<file path="src/rtl/apb_master.sv">
// APB4 requester driven by a core datapath: one transfer at a time, with size-aware
// lane steering, misalignment fault, wait-state timeout and a sticky error status.
module apb_master #(
  parameter int unsigned TIMEOUT = 255
) (
  input  logic        clk,
  input  logic        rst,
  input  logic        req,
  input  logic [31:0] addr_in,
  input  logic [31:0] wdata_in,
  input  logic        write_in,
  input  logic [1:0]  size_in,
  output logic [31:0] paddr,
  output logic        psel,
  output logic        penable,
  output logic        pwrite,
  output logic [31:0] pwdata,
  output logic [3:0]  pstrb,
  input  logic [31:0] prdata,
  input  logic        pready,
  input  logic        pslverr,
  output logic        busy,
  output logic        done,
  output logic [31:0] rdata,
  output logic        err,
  output logic [1:0]  err_code
);

  localparam logic [15:0] LP_TLAST = 16'(TIMEOUT - 1);

  typedef enum logic [1:0] {S_IDLE, S_SETUP, S_ACCESS, S_FAULT} state_t;

  state_t      r_state, w_next;
  logic [31:0] r_addr, r_pwdata, r_rdata;
  logic [3:0]  r_pstrb;
  logic        r_write, r_done, r_err;
  logic [1:0]  r_code;
  logic [15:0] r_cnt;

  logic        w_misalign, w_tmo;
  logic [31:0] w_wfmt;
  logic [3:0]  w_base, w_strb;

  assign w_misalign = ((size_in == 2'b01) && addr_in[0]) ||
                      (size_in[1] && (addr_in[1:0] != 2'b00));
  assign w_tmo      = (r_cnt == LP_TLAST);

  always_comb begin
    w_wfmt = wdata_in;
    w_base = 4'b1111;
    case (size_in)
      2'b00:   begin w_wfmt = {4{wdata_in[7:0]}};  w_base = 4'b0001; end
      2'b01:   begin w_wfmt = {2{wdata_in[15:0]}}; w_base = 4'b0011; end
      default: begin w_wfmt = wdata_in;            w_base = 4'b1111; end
    endcase
    w_strb = w_base << addr_in[1:0];
  end

  // state register
  always_ff @(posedge clk) begin
    if (rst) r_state <= S_IDLE;
    else     r_state <= w_next;
  end

  // next state
  always_comb begin
    w_next = r_state;
    case (r_state)
      S_IDLE:   if (req) w_next = w_misalign ? S_FAULT : S_SETUP;
      S_SETUP:  w_next = S_ACCESS;
      S_ACCESS: if (pready || w_tmo) w_next = S_IDLE;
      S_FAULT:  w_next = S_IDLE;
      default:  w_next = S_IDLE;
    endcase
  end

  // bus-phase outputs
  always_comb begin
    psel    = (r_state == S_SETUP) || (r_state == S_ACCESS);
    penable = (r_state == S_ACCESS);
    busy    = (r_state != S_IDLE);
  end

  // request latch, wait counter and completion status
  always_ff @(posedge clk) begin
    if (rst) begin
      r_addr   <= '0;
      r_pwdata <= '0;
      r_pstrb  <= '0;
      r_write  <= 1'b0;
      r_rdata  <= '0;
      r_done   <= 1'b0;
      r_err    <= 1'b0;
      r_code   <= 2'b00;
      r_cnt    <= '0;
    end else begin
      r_done <= 1'b0;
      case (r_state)
        S_IDLE: if (req) begin
          r_addr   <= addr_in;
          r_write  <= write_in;
          r_pwdata <= w_wfmt;
          r_pstrb  <= write_in ? w_strb : 4'b0000;
          r_cnt    <= '0;
        end
        S_ACCESS: begin
          if (pready) begin
            r_done <= 1'b1;
            r_err  <= pslverr;
            r_code <= pslverr ? 2'b01 : 2'b00;
            // read data is captured even on slverr so the core can inspect it
            if (!r_write) r_rdata <= prdata >> {r_addr[1:0], 3'b000};
          end else if (w_tmo) begin
            r_done <= 1'b1;
            r_err  <= 1'b1;
            r_code <= 2'b10;
          end else begin
            r_cnt <= r_cnt + 16'd1;
          end
        end
        S_FAULT: begin
          r_done <= 1'b1;
          r_err  <= 1'b1;
          r_code <= 2'b11;
        end
        default: ;
      endcase
    end
  end

  assign paddr    = r_addr;
  assign pwrite   = r_write;
  assign pwdata   = r_pwdata;
  assign pstrb    = r_pstrb;
  assign done     = r_done;
  assign rdata    = r_rdata;
  assign err      = r_err;
  assign err_code = r_code;

endmodule

</file>
<file path="config.mk">
export PLATFORM = sky130hd
export DESIGN_NAME = apb_master
export DESIGN_NICKNAME = d
export VERILOG_FILES = /design/src/rtl/apb_master.sv
export SDC_FILE = /design/constraint.sdc
export NUM_CORES = 1
export LEC_CHECK = 0
export ABC_AREA = 1
export CAP_MARGIN = 40
export CORE_UTILIZATION = 46
export CTS_BUF_LIST = sky130_fd_sc_hd__clkbuf_4
export CTS_CLUSTER_DIAMETER = 150
export DETAILED_ROUTE_END_ITERATION = 10
export GPL_TIMING_DRIVEN = 0
export PLACE_DENSITY = 0.88
export RECOVER_POWER = 100
export SYNTH_ARGS = -nofsm -noshare
export SYNTH_HDL_FRONTEND = slang
export SYNTH_SLANG_ARGS = --single-unit
</file>
<file path="constraint.sdc">
create_clock -name clk -period 3.12 [get_ports clk]
set_input_delay 0.624 -clock clk [delete_from_list [all_inputs] [get_ports clk]]
set_output_delay 0.624 -clock clk [all_outputs]
set_load 0.02 [all_outputs]
</file>
==> flow_summary_export.csv <==
group,metric,value,unit
power,power_density,554.1,mW/mm^2
critical_path,path_buf_inv,3,
critical_path,crit_family,"buffers and inverters",
sta,final.min_clock_period,2.744,ns
cts,htree_levels,4,
logic_synthesis,synth_cell_types,33,
global_routing,grt_start_max_net_pins,17,
placed_design,dpl.hpwl,13960,um
global_routing,grt_util_all_layers,30.08,%
layout,layout-drive-gt1-share,5.090,%
sta,max-slew-margin-rel,58.49,%
sta,whs,0.4508,ns
logic_synthesis,synth_seq_area_share,42.93,%
floorplanning,start_util,47.55,%
floorplanning,coreArea,0.01206,sq mm
detailed_routing,ant_nets,0,
cts,root_buffer,"clkbuf_4",
worst_hold_path,whs_path_depth,2,
layout,multi_input_area,0.002700,sq mm
sta,fin_setup_tns,0,ns
logic_synthesis,synth_edf_count,0,
logic_synthesis,synth_fp_nets,929,
sta,post-route-period-util,87.93,%
layout,fillCellCount,1015,
logic_synthesis,synth_cells,819,
critical_path,rr_startpoint,"r_state[0]",
logic_synthesis,yosysTopAreaCell,"dfxtp_1",
critical_path,critPathKind,"reg -> out",
job,cap_violations,0,
placed_design,io_buffer_count,210,
critical_path,path_cells,"inv_1 > ha_1 > inv_1 > dlygate4sd3_1",
critical_path,critPathRequiredTime,2.50,ns
logic_synthesis,yosys-top-cells-area,"dfxtp_1 (43%), nand2_1 (10%), nor2_1 (9.2%)",
sta,layout_setup_ws,0.3765,ns
power,leakage,0.003684,uW
layout,final_cells,1230,
sta,rsz0062_at_grt,"false",
detailed_routing,avgViaCountPerCell,5.188,
cts,postCtsSetupBuffers,0,
logic_synthesis,synthMostInstantiatedCell,"nand2_1",
critical_path,r2r_cells,9,
detailed_routing,wl_per_cell,15.25,um
sta,slew_violations,0,
floorplanning,die_w,113.7,um
global_routing,antenna_found_initial,1,
layout,seq_area,0.002462,sq mm
cts,cts_sinks,123,
logic_synthesis,async_flop_share,0,%
placed_design,dp_slack,0.6685,ns
floorplanning,rows,40,
global_routing,grt_pass1_vias,6010,
cts,clk_pin_slew,0.11,ns
layout,layout.nets,1158,
critical_path,arrival,2.12,ns
sta,worstMarginPinSlew,0.6226,ns
logic_synthesis,synth_area_per_cell,7.003,sq um
logic_synthesis,synthesis.area,0.005736,sq mm
cts,worstSkewPairLatency,0.55,ns
sta,setup_viol,0,
cts,hold_buffers,0,
detailed_routing,drt_iter0_markers,509,
critical_path,worst_path_largest_cell_delay,0.69,ns
detailed_routing,route.detailed.drc,0,
global_routing,overflow,0,
cts,cts_buffers,17,
cts,ctsResizeCount,0,
power,power,4603,uW
detailed_routing,drt_wl_total,18760,um
cts,cts_tree,"done",
critical_path,crit_start,"r_state[0]",
floorplanning,die_y,113.7,um
placed_design,dp.cells,1197,
sta,hold_viol,0,
logic_synthesis,synth-main-ff-cell,"dfxtp_1",
critical_path,path_common_cell,"inv_1",
detailed_routing,dr_total_vias,6381,
layout,area_growth_syn_to_layout,44.83,%
global_routing,grt_pass1_wl,30110,um
critical_path,cp-start-kind,"flop",
critical_path,reg2reg_slack,0.62,ns
logic_synthesis,ys_ff_latch,123,
critical_path,setup.worst_path.end_class,"output pin",
sta,max_freq,0.3645,GHz
floorplanning,dieArea,0.01292,sq mm
critical_path,slowest_stage,"dlygate4sd3_1",
floorplanning,ios,212,
worst_hold_path,hp-class,"reg -> reg",
sta,clock_skew,0.02123,ns
detailed_routing,firstDrtPassIters,5,
placed_design,place.gp.congestion,0.9324,
logic_synthesis,synth_top_cells_by_count,"nand2_1 (155), nor2_1 (140), dfxtp_1 (123)",
cts,cts_buffer_depth,2,
logic_synthesis,synth_top_cell_area_share,42.93,%
critical_path,crit_fanout,5,
worst_hold_path,worstHoldStart,"err_code[1]",
power,ir_drop,0.0003168,V
run_status,outcome,"completed",
logic_synthesis,yosys_warnings,0,
critical_path,path_depth,4,
==> routing by layer <==
metal,part of all wire [%],global-route usage [%],up-vias,wire length [um]
li1,-,-,3173,-
met1,42,38.02,2872,7918
met2,45,46.50,280,8507
met3,7.9,8.555,56,1491
met4,4.5,16.05,0,843
met5,0,0,-,0
==> layout make-up <==
type	instances	area share, %
multi-input cells	570	32.50
flip-flops and latches	123	29.64
repair buffers	210	25.31
inverters	72	3.253
plain buffers	54	2.817
well taps	168	2.531
clock inverters	15	2.380
clock buffers	17	1.536
diodes	1	0.03013
==> placed cells by master (no fill, tap or decap) <==
master	n
clkinv_4	2
clkbuf_4	17
buf_2	12
o221ai_1	1
a31oi_1	16
nor2_1	142
inv_6	2
a211oi_1	2
nand4_1	13
nand3_1	47
bufinv_16	4
buf_1	1
a22oi_1	1
nand2_1	156
or2_1	3
clkinv_2	1
nand3_2	2
o211ai_1	34
clkinvlp_4	4
clkbuf_1	38
diode_2	1
inv_1	70
clkbuf_2	1
or2_2	5
dlygate4sd3_1	109
o31ai_1	8
nor2_2	2
clkdlybuf4s50_1	101
nor3_1	3
ha_1	6
o21ai_0	75
buf_6	2
dfxtp_1	123
a21oi_1	54
clkinv_1	4
==> per-stage QoR <==
stage	area, sq um	utilization (%)
2_1_floorplan	5736	-
3_3_place_gp	8048	66.72
3_5_place_dp	8048	66.72
4_1_cts	8373	69.42
5_1_grt	8307	68.87
6_report	8307	68.87
==> state kept, by name, indices dropped and copies added, names as in the netlist <==
register / cells
done: 1
err: 1
err_code: 2
paddr: 32
pstrb: 4
pwdata: 32
pwrite: 1
r_cnt: 16
r_state: 2
rdata: 32
==> final timing paths <==
| path | end |
|---|---|
| worst max-delay path | busy |
| worst min-delay path | err_code[1] |
| worst max register to register | rdata[21] |
| worst min register to register | err_code[1] |
==> worst min-delay path, cell delays in order (launching register included) <==
cell and delay, ns:
dfxtp_1 0.32, inv_1 0.05, a21oi_1 0.05
==> power by group <==
part,total [uW],internal (uW),switching [uW]
Combinational,1470,588,880
Clock,1270,635,639
Sequential,1860,1760,104
Total,4600,2980,1620
==> kinds of logic (layout without fill, tap and decap cells) <==
kind of cell             after synthesis  in the layout  synth area share (%)
AND/OR/NAND/NOR                      373            373                 27.18
AO/OA/AOI/OAI                        191            191                 19.18
buffers and inverters                126            368                 9.402
flip-flops                           123            123                 42.93
adder cells (fa/ha/maj)                6              6                 1.309
other                                  0              1                     0
No activity file was read; power rests on OpenSTA's default activity.
